`config.mk`:
```
export PLATFORM = sky130hd
export DESIGN_NAME = fpsu_issue_ctl
export DESIGN_NICKNAME = d
export VERILOG_FILES = /design/src/rtl/fpsu_issue_ctl.sv
export SDC_FILE = /design/constraint.sdc
export NUM_CORES = 1
export LEC_CHECK = 0
export ABC_CLOCK_PERIOD_IN_PS = 3800
export CORE_MARGIN = 8
export CORE_UTILIZATION = 25
export DETAILED_ROUTE_END_ITERATION = 10
export GPL_ROUTABILITY_DRIVEN = 0
export PLACE_DENSITY = 0.6
export SLEW_MARGIN = 25
export SYNTH_ARGS = -nofsm -noshare
export SYNTH_HDL_FRONTEND = slang
export SYNTH_SLANG_ARGS = --single-unit
```
`constraint.sdc`:
```
create_clock -name clk -period 3.8 [get_ports clk]
set_input_delay 0.76 -clock clk [delete_from_list [all_inputs] [get_ports clk]]
set_output_delay 0.76 -clock clk [all_outputs]
set_load 0.005 [all_outputs]
```
`src/rtl/fpsu_issue_ctl.sv`:
```
// Issue/completion controller between the scheduler, one FP unit and the ROB.
// Optional watchdog is compiled in when FPSU_ISSUE_WDOG_EN is defined.
module fpsu_issue_ctl #(
    parameter int DEPTH    = 8,
    parameter int WDOG_CYC = 255
) (
    input  logic         clk,
    input  logic         rst,
    input  logic         in_vld,
    output logic         in_rdy,
    input  logic [67:0]  in_A,
    input  logic [67:0]  in_B,
    input  logic [12:0]  in_op,
    input  logic [3:0]   in_en,
    input  logic [8:0]   in_rob,
    input  logic         flush,
    output logic [67:0]  u_A,
    output logic [67:0]  u_B,
    output logic [12:0]  u_op,
    output logic [3:0]   u_en,
    input  logic [13:0]  u_ret,
    input  logic         u_ret_en,
    output logic         cmp_vld,
    output logic [8:0]   cmp_rob,
    output logic [13:0]  cmp_ret,
    output logic [4:0]   fflags,
    output logic         busy,
    output logic         err_orphan,
    output logic         wdog_err
);

    localparam int PW = (DEPTH > 1) ? $clog2(DEPTH) : 1;
    localparam int CW = PW + 1;

    logic [CW-1:0] count, drain, count_nxt, drain_nxt;
    logic [CW-1:0] occupancy, count_after_pop, drain_after;
    logic [PW-1:0] wr_ptr, rd_ptr, wr_ptr_nxt, rd_ptr_nxt;
    logic [8:0]    tag_mem [DEPTH];

    logic accept;
    logic ret_to_drain;
    logic ret_pop;
    logic ret_orphan;
    logic cmp_fire;

    assign occupancy = count + drain;
    assign busy      = (occupancy != '0);
    assign in_rdy    = rst & (occupancy < CW'(DEPTH)) & ~flush;
    assign accept    = in_vld & in_rdy;

    // Completions retire flushed (draining) ops first, since the FP unit returns in order.
    assign ret_to_drain = u_ret_en & (drain != '0);
    assign ret_pop      = u_ret_en & (drain == '0) & (count != '0);
    assign ret_orphan   = u_ret_en & (drain == '0) & (count == '0);
    assign cmp_fire     = ret_pop & ~flush;

    assign count_after_pop = count - CW'(ret_pop);
    assign drain_after     = drain - CW'(ret_to_drain);

    always_comb begin
        count_nxt  = count;
        drain_nxt  = drain_after;
        wr_ptr_nxt = wr_ptr + PW'(accept);
        rd_ptr_nxt = rd_ptr;
        if (flush) begin
            drain_nxt  = drain_after + count_after_pop;
            count_nxt  = '0;
            rd_ptr_nxt = wr_ptr;
        end else begin
            count_nxt  = count_after_pop + CW'(accept);
            rd_ptr_nxt = rd_ptr + PW'(ret_pop);
        end
    end

    always_ff @(posedge clk or negedge rst) begin
        if (!rst) begin
            count      <= '0;
            drain      <= '0;
            wr_ptr     <= '0;
            rd_ptr     <= '0;
            u_A        <= '0;
            u_B        <= '0;
            u_op       <= '0;
            u_en       <= '0;
            cmp_vld    <= 1'b0;
            cmp_rob    <= '0;
            cmp_ret    <= '0;
            fflags     <= '0;
            err_orphan <= 1'b0;
        end else begin
            count   <= count_nxt;
            drain   <= drain_nxt;
            wr_ptr  <= wr_ptr_nxt;
            rd_ptr  <= rd_ptr_nxt;
            u_en    <= accept ? in_en : 4'd0;
            cmp_vld <= cmp_fire;
            if (accept) begin
                u_A  <= in_A;
                u_B  <= in_B;
                u_op <= in_op;
            end
            if (cmp_fire) begin
                cmp_rob <= tag_mem[rd_ptr];
                cmp_ret <= u_ret;
                fflags  <= fflags | u_ret[4:0];
            end
            if (ret_orphan) begin
                err_orphan <= 1'b1;
            end
        end
    end

    // Tag storage needs no reset: entries are only read behind the write pointer.
    always_ff @(posedge clk) begin
        if (accept) begin
            tag_mem[wr_ptr] <= in_rob;
        end
    end

`ifdef FPSU_ISSUE_WDOG_EN
    localparam int WW = (WDOG_CYC > 1) ? $clog2(WDOG_CYC + 1) : 1;
    logic [WW-1:0] wdog_cnt;

    always_ff @(posedge clk or negedge rst) begin
        if (!rst) begin
            wdog_cnt <= '0;
            wdog_err <= 1'b0;
        end else if (u_ret_en || !busy) begin
            wdog_cnt <= '0;
        end else if (wdog_cnt != WW'(WDOG_CYC)) begin
            wdog_cnt <= wdog_cnt + 1'b1;
            if (wdog_cnt == WW'(WDOG_CYC - 1)) begin
                wdog_err <= 1'b1;
            end
        end
    end
`else
    assign wdog_err = 1'b0;
`endif

endmodule

```
After elaboration in Yosys (flattened, before gate mapping)

Memories as Yosys holds them, arrays and structs flattened. A register that Yosys moved wholly into a read port is not among the register bits.
Cells that the tools add are included.

Flip-flop bits (word level): 188
Memory bits (writable): 72
Bits of input ports: 181
Output and inout port bits: 186
Word-level logic and storage cells: 43
Memories kept: 1

Memory list:

| name    | depth | bits a word | read ports | clocked after memory_dff | write ports | RTL line | RTL |
|---|---|---|---|---|---|---|---|
| tag_mem | 8     | 9           | 1          | 1                        | 1           | 38       | `logic [8:0] tag_mem [DEPTH];` |

Add/sub/neg operators: 7
Order comparisons: 1
Multiplexer cells: 6
Bitwise logic cells: 10
Reduce and logical (&&, ||, !) cells: 6

Operators with widths:

| cell                                        | number |
|---|---|
| 4-bit two-way mux                           | 3 |
| 4-bit nonzero test                          | 3 |
| 4-bit adder                                 | 2 |
| 1-bit bitwise AND                           | 8 |
| 4-bit zero test                             | 2 |
| 4-bit by 1-bit subtractor with 4-bit output | 2 |
| 3-bit by 1-bit adder with 3-bit output      | 2 |
| 5-bit bitwise OR                            | 1 |
| 4-bit by 1-bit adder with 4-bit output      | 1 |
| 4-bit < comparator, second input constant   | 1 |
| 3-bit two-way mux                           | 1 |
| 1-bit two-way mux                           | 2 |
| 1-bit zero test                             | 1 |
| 1-bit NOT                                   | 1 |

Depth between registers and ports, before layout

Gate-level depths: netlist (run 1).

Word-level depth: 7
Depth in mapped cells: 11
Mapped depth without buffers: 10

Worst setup path before layout (run 1)

OpenSTA, ideal clock, no wires.

Kind: input to register
Start point: input flush
End point: memory tag_mem[1][0], enable pin
Arrival time: 2725 ps
Required time: 3397 ps
Slack: 672 ps
Stages on the path: 7
Cell sequence: buf_2 -> nand3b_1 -> and2b_1 -> mux2i_4 -> buf_6 -> buf_6 -> nor4b_1

Word-level cells in the longest chain between the ends: 5

Ends and longest elaborated chain:

| what                                    | RTL line | RTL |
|---|---|---|
| start: declaration                      | 16       | `input logic flush,` |
| 1-bit NOT                               | 48       | `assign in_rdy = rst & (occupancy < CW'(DEPTH)) & ~flush;` |
| 1-bit bitwise AND                       | 48       |  |
| 1-bit bitwise AND                       | 49       | `assign accept = in_vld & in_rdy;` |
| 1-bit two-way mux                       | 115      | `if (accept) begin` |
| 1-bit two-way mux (implied by the code) | 116      | `tag_mem[wr_ptr] <= in_rob;` |
| end: declaration                        | 38       |  |

Every way passes these cells.

Worst setup path in the final report (run 1)

Start point: register drain[1]
End point: output busy

Word-level cells in the longest chain between the ends: 2

Ends and longest elaborated chain:

| what                     | RTL line | RTL |
|---|---|---|
| start: declaration       | 35       | `logic [CW-1:0] count, drain, count_nxt, drain_nxt;` |
| start signal: assignment | 92       | `drain <= drain_nxt;` |
| 4-bit adder              | 46       | `assign occupancy = count + drain;` |
| 4-bit nonzero test       | 47       | `assign busy = (occupancy != '0);` |
| end: declaration         | 27       | `output logic busy,` |

Every way passes these cells.

==> out/results.tsv, run 1 <==
stage	metric	value	unit
clocking	cts_tree	done	
power_and_ir_drop	leakage	6.466	nW
drt	routed-wl-met2	14240	um
power_and_ir_drop	seqPwrFrac	40.0	%
sta	max_freq	296.6	MHz
drt	firstDrtPassIters	4	
worst_setup_path	worstPathArrival	2.61	ns
worst_setup_path	critical_path_class	flip-flop to output pin	
sta	rsz0062_at_grt	no	
power_and_ir_drop	ir_drop	0.4822	mV
drt	drt-vias-per-instance	4.217	
clocking	cts_setup_buffers	0	
sta	tightest_slew	0.8652	ns
drt	wl_met3	2958	um
power_and_ir_drop	power.switching	0.003032	W
clocking	cts_buffers	31	
sta	slew_violations	0	
sta	setup_viol	0	
clocking	cts.clk_slew.worst_paths	0.06	ns
placement	dpl.cell_count	1501	
drt	drt_iter0_drc	195	
floorplanning	coreArea	41670	sq um
power_and_ir_drop	power.density	714.8	nW/um^2
synth	ys_ff_latch	269	
sta	finClkSkew	0.01612	ns
layout	final_common_cell	clkdlybuf4s50_1	
clocking	clock_path_buffers	3	
worst_setup_path	worst_setup_path_end_kind	output pin	
drt	route.detailed.drc	0	
worst_hold_path	hold_class	input pin to async pin	
layout	fin_cells	1559	
floorplanning	fp.dieH	220.8	um
worst_setup_path	required	3.04	ns
placement	portBuffers	365	
sta	maxSlewHeadroom	42.32	%
clocking	clock_sinks	269	
run	max_cap_violations	0	
synth	ys_types	40	
floorplanning	io_pins	367	
worst_setup_path	critPathMaxFanout	4	
outcome	status	finished, final reports clean	
placement	place_ws	0.6393	ns
synth	seq_area_frac_synth	67.65	%
power_and_ir_drop	swShare	26.77	%
layout	n_antenna_cell	0	
sta	hold_slack	0.1148	ns
layout	area_growth_syn_to_layout	51.15	%
sta	setup-tns-final	0	ns
grt	grt_overflow_total	0	
worst_setup_path	worst_r2r_endpoint	drain[3]	
layout	layout-drive-gt1-share	18.82	%
synth	avgSynthCellArea	17.16	sq um
synth	yosysWarnings	0	
clocking	cts_root_buf	clkbuf_16	
floorplanning	dieArea	48740	sq um
synth	yosysTopAreaCell	dfrtp_1	
synth	synth_area	10480	sq um
synth	netlist_instances	611	
synth	synthTopCellsByArea	dfrtp_1 (47%), edfxtp_1 (21%), mux2_2 (11%), mux2_1 (7.2%), mux4_2 (3.9%)	
sta	min_period	3.372	ns
power_and_ir_drop	clkPwrFrac	26.5	%
sta	fin_ws	0.4283	ns
grt	grt_pass1_wl	44480	um
drt	m1WireLength	11120	um
clocking	clock_latency	0.56	ns
grt	track_usage	11.73	%
worst_setup_path	r2r_cells	10	
layout	final_nets	1194	
synth	netlist.area_leader.share	47.02	%
layout	utilization	38.03	%
floorplanning	row_count	75	
worst_setup_path	r2r-start	drain[1]	
power_and_ir_drop	p_int	0.008296	W
drt	top_layer	met5	
clocking	htreeDepth	1	
placement	dp_hpwl	20960	um
worst_setup_path	crit_path_start_kind	flip-flop	
sta	period_share	88.73	%
power_and_ir_drop	combPwrFrac	33.5	%
floorplanning	start_util	25.16	%
grt	grt_max_degree	120	
drt	wl_per_cell	18.59	um
sta	finalHoldViolations	0	
grt	antenna_found_initial	1	
drt	ant_nets	0	
drt	wirelength	28990	um
grt	first_global_vias	7426	
drt	vias	6574	
synth	synthesis.nets	810	
floorplanning	dieWidth	220.8	um
worst_setup_path	r2r_slack	0.87	ns
layout	mostFrequentLayoutCells	clkdlybuf4s50_1 (363), dfrtp_1 (197), mux2_2 (98)	
==> how the worst max path moves through the flow <==
stage	startpoint	endpoint	slack [ns]	cells past startpoint
floorplan	flush	tag_mem[1][0]	0.67	7
global placement	count[1]	busy	0.65	6
detailed placement	count[1]	busy	0.64	6
CTS	drain[1]	busy	0.001	6
global route	drain[1]	busy	0.31	6
finish	drain[1]	busy	0.43	6
==> kinds of logic after synthesis <==
family / after synthesis / synth area share, %
XOR/XNOR: 13 / 1.086
AO/OA/AOI/OAI: 22 / 1.277
buffers and inverters: 46 / 2.458
other: 1 / 0.03577
multiplexers: 195 / 22.85
AND/OR/NAND/NOR: 47 / 2.351
flip-flops: 269 / 67.65
adder cells (fa/ha/maj): 18 / 2.291
==> area by class of cell <==
cell class | count | area (sq um)
sequential | 269 | 7092
multi-input combinational | 296 | 3167
fill | 3980 | 25820
timing repair buffer | 380 | 3810
clock buffer | 42 | 877.1
tap | 539 | 674.4
inverter | 17 | 63.81
clock inverter | 16 | 162.7
==> flip-flops by register name, summed over array words and instances (netlist names) <==
signal      flops
cmp_vld         1
u_op           13
cmp_rob         9
u_A            68
drain           4
wr_ptr          3
err_orphan      1
u_en            4
fflags          5
rd_ptr          3
tag_mem        72
cmp_ret        14
count           4
u_B            68
==> cell usage after synthesis <==
cell	number
mux2i_1	11
mux2_1	67
nor2_1	9
edfxtp_1	72
nand3_1	2
nand4b_1	1
buf_4	2
o21ai_0	11
ha_1	16
or4_1	1
conb_1	1
nor3_1	4
and3_1	2
xnor2_1	8
nor4b_1	2
mux4_2	18
or4b_2	1
a21oi_1	2
a21o_1	6
buf_6	8
o21bai_1	1
xor2_1	5
nor4_1	3
clkbuf_2	1
inv_1	17
dfrtp_1	197
buf_2	13
nand2b_1	1
and2b_1	1
nand3b_1	1
mux2_2	98
mux2i_4	1
buf_1	1
nor3b_1	2
nor2b_1	3
fa_1	2
nand2_1	14
a21boi_0	1
a21oi_2	1
clkbuf_1	4
==> per-layer routing <==
layer | track usage [%] | vias to the layer above
met4 | 2.735 | 2
met3 | 5.522 | 41
met1 | 13.25 | 3316
li1 | - | 2975
met2 | 19.94 | 240
met5 | 0 | -
==> power groups by stage <==
stage | Sequential, W | Combinational (W) | Clock [W]
final | 0.00453 | 0.00380 | 0.00300
after global routing | 0.00467 | 0.00412 | 0.00322
after CTS | 0.00455 | 0.00390 | 0.00313
after detailed placement | 0.00458 | 0.00387 | 0
after global placement | 0.00454 | 0.00385 | 0
after floorplan | 0.00452 | 0.00136 | 0
==> worst max-delay path, cell delays in order, from the launching register on <==
cell,delay (ns)
dfrtp_1,0.42
ha_1,0.29
a21o_1,0.21
a21oi_4,0.20
xnor2_1,0.11
or4b_2,0.63
dlymetal6s2s_1,0.19
==> metrics by stage <==
| step | instance area (sq um) | power (W) |
|---|---|---|
| 2_1_floorplan | 10480 | 0.005872 |
| 3_3_place_gp | 14800 | 0.008390 |
| 3_5_place_dp | 14800 | 0.008451 |
| 4_1_cts | 15840 | 0.01157 |
| 5_1_grt | 15850 | 0.01201 |
| 6_report | 15850 | 0.01133 |
==> timing repair <==
action	CTS	global route
setup endpoints to repair	0	1
gates resized for setup	0	2
hold endpoints to repair	0	0
hold buffers	0	0
Note: power is estimated with default switching activity, not from simulation.
==> run 2: changes to the inputs <==
- CORE_MARGIN: 8 -> 2
- CTS_CLUSTER_SIZE: unset -> 10
==> out/results.tsv, run 2 (synthesized netlist as in run 1, its figures left out) <==
stage	metric	value	unit
drt	wirelength	26530	um
clocking	clock_path_buffers	3	
layout	final_common_cell	clkdlybuf4s50_1	
grt	grt_util_met3	5.591	%
sta	period_share	95.73	%
clocking	clock_sinks	269	
floorplanning	start_util	25.16	%
grt	first_global_vias	7210	
power_and_ir_drop	leakage	6.417	nW
sta	min_period	3.638	ns
layout	fin_area	15780	sq um
layout	fillers	3963	
layout	final_nets	1198	
drt	wl_per_cell	17.04	um
layout	layout-drive-gt1-share	17.88	%
run	max_cap_violations	0	
sta	maxSlewHeadroom	38.58	%
grt	grt_pass1_wl	41380	um
worst_setup_path	critical_path_class	flip-flop to output pin	
floorplanning	row_count	75	
placement	portBuffers	365	
layout	top_register	tag_mem	
power_and_ir_drop	ir_drop	0.4843	mV
sta	fin_ws	0.1623	ns
power_and_ir_drop	p_total	0.01116	W
sta	finalHoldViolations	0	
outcome	status	finished, final reports clean	
placement	dp_hpwl	18700	um
drt	ant_nets	0	
grt	antenna_found_initial	2	
worst_setup_path	worst_setup_path_end_kind	output pin	
drt	vias	6521	
clocking	clock_latency	0.52	ns
grt	grt_overflow_total	0	
grt	track_usage	12.24	%
floorplanning	fp.dieH	208.8	um
layout	n_antenna_cell	0	
clocking	cts.clk_slew.worst_paths	0.05	ns
grt	grt_max_degree	95	
drt	route.detailed.drc	0	
sta	setup_viol	0	
drt	drt-vias-per-instance	4.188	
sta	rsz0062_at_grt	no	
placement	place_ws	0.6426	ns
grt	use_met2	20.13	%
worst_setup_path	worstPathArrival	2.88	ns
sta	setup-tns-final	0	ns
drt	firstDrtPassIters	4	
floorplanning	io_pins	367	
floorplanning	dieArea	43590	sq um
layout	largest_reg_flops	72	
sta	slew_violations	0	
grt	met1_usage	13.99	%
sta	max_freq	274.9	MHz
grt	top_usage_layer	met2	
clocking	cts_tree	done	
power_and_ir_drop	power.density	707.5	nW/um^2
worst_setup_path	crit_path_start_kind	flip-flop	
sta	finClkSkew	0.01230	ns
layout	area_growth_syn_to_layout	50.49	%
floorplanning	coreArea	41670	sq um
worst_hold_path	hold_class	input pin to async pin	
clocking	cts_hold_buf	0	
worst_setup_path	required	3.04	ns
clocking	cts_buffers	34	
sta	hold_slack	0.1508	ns
clocking	htreeDepth	2	
clocking	cts_root_buf	clkbuf_16	
layout	mostFrequentLayoutCells	clkdlybuf4s50_1 (364), dfrtp_1 (197), mux2_2 (98)	
floorplanning	dieWidth	208.8	um
sta	tightest_slew	0.9164	ns
worst_setup_path	critPathMaxFanout	4	
layout	largest_registers	tag_mem x72, u_A x68, u_B x68	
placement	place_area	14790	sq um
drt	drt_iter0_drc	199	
[run 2: through the flow]
| step | util [%] | instances |
|---|---|---|
| 2_1_floorplan | - | 611 |
| 3_3_place_gp | 35.50 | 1502 |
| 3_5_place_dp | 35.50 | 1502 |
| 4_1_cts | 37.85 | 1557 |
| 5_1_grt | 37.87 | 1557 |
| 6_report | 37.87 | 1557 |
[run 2: power breakdown]
group	internal, W	switching, W	leakage (nW)	total [W]
clock	0.00169	0.00117	0.473	0.00287
sequential	0.00394	0.000614	3.06	0.00455
combinational	0.00254	0.00120	2.88	0.00374
total	0.00817	0.00299	6.42	0.0112
[run 2: layout make-up]
cell class / instances / area (sq um) / share of cell area (%)
clock inverter: 6 / 51.30 / 0.3251
inverter: 17 / 63.81 / 0.4044
clock buffer: 49 / 927.1 / 5.876
tap: 539 / 674.4 / 4.274
timing repair buffer: 381 / 3802 / 24.10
sequential: 269 / 7092 / 44.95
multi-input combinational: 296 / 3167 / 20.07
[run 2: worst paths after layout]
path	cells after the start	endpoint	slack, ns	from
setup / recovery	6	busy	0.16	count[1]
hold / removal	1	cmp_rob[6]	0.15	rst
hold reg to reg	1	fflags[1]	0.45	fflags[1]
setup reg to reg	10	drain[3]	0.88	drain[0]
min in group clk	1	fflags[1]	0.45	fflags[1]
max in group asynchronous	2	u_A[34]	2.46	rst
[run 2: worst max-delay path, stage by stage, from the launching register on]
cell and delay (ns):
dfrtp_1 0.40, ha_1 0.31, a21o_1 0.21, a21oi_4 0.20
xnor2_1 0.12, or4b_2 0.63, clkdlybuf4s50_1 0.49
[run 2: timing repair]
| action | 4_1_cts | 5_1_grt |
|---|---|---|
| endpoints found under the hold margin | 0 | 0 |
| buffers inserted | 0 | 0 |
| endpoints found under the setup margin | 0 | 1 |
| gates resized for setup | 0 | 1 |
[run 2: layer usage]
metal  up-vias  share of wire [%]
met2       271                 48
met1      3206                 40
met5         -              0.098
met4         4                2.5
met3        48                 10
li1       2992                  -
==> run 3: changes to the inputs <==
- RECOVER_POWER: unset -> 25
==> out/results.tsv, run 3 (synthesized netlist as in run 1, its figures left out) <==
stage	metric	value	unit
outcome	status	finished with violations	
outcome	violations	capacitance limit, slew limit	
worst_setup_path	cp_slowest_cell	or4b_2	
clocking	cts_root_buf	clkbuf_16	
floorplanning	io_pins	367	
worst_setup_path	cpLargestDelayFamily	simple AND/OR/NAND/NOR gates	
layout	final_common_cell	clkdlybuf4s50_1	
worst_setup_path	r2r_slack	0.88	ns
sta	slew_violations	43	
worst_setup_path	path_cells	ha_1 -> a21o_1 -> a21oi_4 -> xnor2_1 -> or4b_2 -> clkdlybuf4s50_1	
sta	rsz0062_at_grt	no	
drt	vias	6518	
grt	grt_max_degree	95	
grt	grt_overflow_total	0	
clocking	clock_sinks	269	
run	max_cap_violations	2	
sta	setup_viol	0	
grt	grt_pass1_wl	41380	um
grt	first_global_vias	7210	
placement	dp_hpwl	18700	um
clocking	clock_path_buffers	3	
clocking	cts_buffers	34	
worst_setup_path	cp-endpoint	busy	
worst_setup_path	critPathMaxFanout	4	
clocking	cts_tree	done	
clocking	clock_latency	0.52	ns
floorplanning	coreArea	41670	sq um
power_and_ir_drop	ir_drop	0.4843	mV
layout	largest_reg_flops	72	
power_and_ir_drop	clkPwrFrac	25.7	%
floorplanning	start_util	25.16	%
worst_setup_path	max_stage_delay	0.63	ns
worst_setup_path	worst_r2r_endpoint	drain[3]	
sta	maxSlewHeadroom	-51.94	%
clocking	htreeDepth	2	
layout	utilization	37.85	%
drt	route.detailed.drc	0	
layout	largest_registers	tag_mem x72, u_A x68, u_B x68	
worst_setup_path	required	3.04	ns
drt	firstDrtPassIters	4	
worst_hold_path	hold_class	input pin to async pin	
floorplanning	fp.dieH	208.8	um
sta	tightest_slew	2.279	ns
placement	portBuffers	365	
worst_setup_path	worst_setup_path_end_kind	output pin	
worst_setup_path	worstPathArrival	2.88	ns
power_and_ir_drop	swShare	26.79	%
clocking	cts_setup_buffers	0	
sta	min_period	3.637	ns
clocking	cts_hold_buf	0	
drt	drt_iter0_drc	180	
worst_setup_path	crit_start	count[1]	
placement	dpl.cell_count	1502	
layout	top_register	tag_mem	
power_and_ir_drop	power.density	707.5	nW/um^2
layout	area_growth_syn_to_layout	50.44	%
sta	setup-tns-final	0	ns
sta	finClkSkew	0.01185	ns
grt	track_usage	12.24	%
power_and_ir_drop	power.switching	0.002989	W
drt	wirelength	26530	um
clocking	cts.clk_slew.worst_paths	0.05	ns
layout	n_antenna_cell	0	
layout	mostFrequentLayoutCells	clkdlybuf4s50_1 (355), dfrtp_1 (197), mux2_2 (98)	
worst_setup_path	crit_buf_inv	1	
grt	antenna_found_initial	2	
sta	max_freq	274.9	MHz
layout	fin_cells	1557	
sta	period_share	95.72	%
drt	drt-vias-per-instance	4.186	
worst_setup_path	r2r_cells	10	
worst_setup_path	path_depth	6	
power_and_ir_drop	p_int	0.008170	W
power_and_ir_drop	seqPwrFrac	40.8	%
power_and_ir_drop	combPwrFrac	33.5	%
drt	ant_nets	0	
clocking	cts_resized	0	
worst_setup_path	r2r-start	drain[0]	
floorplanning	row_count	75	
worst_setup_path	crit_path_start_kind	flip-flop	
floorplanning	dieArea	43590	sq um
power_and_ir_drop	leakage	6.415	nW
floorplanning	dieWidth	208.8	um
layout	final_nets	1198	
sta	finalHoldViolations	0	
layout	layout-drive-gt1-share	17.78	%
worst_setup_path	critical_path_class	flip-flop to output pin	
drt	wl_per_cell	17.04	um
==> run 3: cell count changes in the layout (fill, tap and decap cells not counted) <==
cell,change
buf_4,-2
clkbuf_2,+1
clkdlybuf4s50_1,-9
clkbuf_1,+1
dlygate4sd3_1,+9
==> run 3: layer usage <==
| layer | share of wire, % | GRT usage [%] | up-vias |
|---|---|---|---|
| li1 | - | - | 2990 |
| met1 | 40 | 13.99 | 3204 |
| met2 | 48 | 20.13 | 272 |
| met3 | 10 | 5.591 | 48 |
| met4 | 2.5 | 4.532 | 4 |
| met5 | 0.098 | 0 | - |
==> run 3: final cells by class <==
cell class / count / area [sq um]
clock buffer: 49 / 927.1
multi-input combinational: 296 / 3167
tap: 539 / 674.4
sequential: 269 / 7092
timing repair buffer: 381 / 3796
clock inverter: 6 / 51.30
inverter: 17 / 63.81
fill: 3964 / 25890
==> run 3: power groups by stage <==
stage	Sequential (W)	Clock, W	Combinational, W
2_1_floorplan	0.00452	0	0.00136
3_3_place_gp	0.00456	0	0.00378
3_5_place_dp	0.00461	0	0.00379
4_1_cts	0.00458	0.00298	0.00381
5_1_grt	0.00469	0.00311	0.00403
6_report	0.00455	0.00287	0.00374
==> run 3: worst min path at each step <==
stage              start         end  slack [ns]  depth (start not counted)
2_1_floorplan  fflags[0]   fflags[0]        0.45                          1
3_3_place_gp   fflags[4]   fflags[4]        0.44                          1
3_5_place_dp   fflags[1]   fflags[1]        0.44                          1
4_1_cts              rst  cmp_rob[6]        0.13                          1
5_1_grt              rst  cmp_rob[6]        0.14                          1
6_report             rst  cmp_rob[6]        0.15                          1
==> run 3: worst reg2reg max path: stages, from the launching register on <==
cell     delay, ns
dfrtp_1       0.40
nor4_1        0.58
and3_1        0.29
ha_1          0.17
ha_1          0.16
xor2_1        0.29
ha_1          0.33
a21oi_1       0.18
and3_1        0.17
mux2i_1       0.08
xnor2_1       0.14
==> run 3: through the flow <==
stage / instance area, sq um / hold slack (ns) / power (W) / setup WS, ns
6_report: 15770 / 0.1507 / 0.01116 / 0.1627
5_1_grt: 15770 / 0.1418 / 0.01184 / 0.01146
4_1_cts: 15770 / 0.1306 / 0.01137 / 0.06224
3_5_place_dp: 14790 / 0.4435 / 0.008394 / 0.6426
3_3_place_gp: 14790 / 0.4393 / 0.008341 / 0.6605
2_1_floorplan: 10480 / 0.4510 / 0.005872 / 0.6720
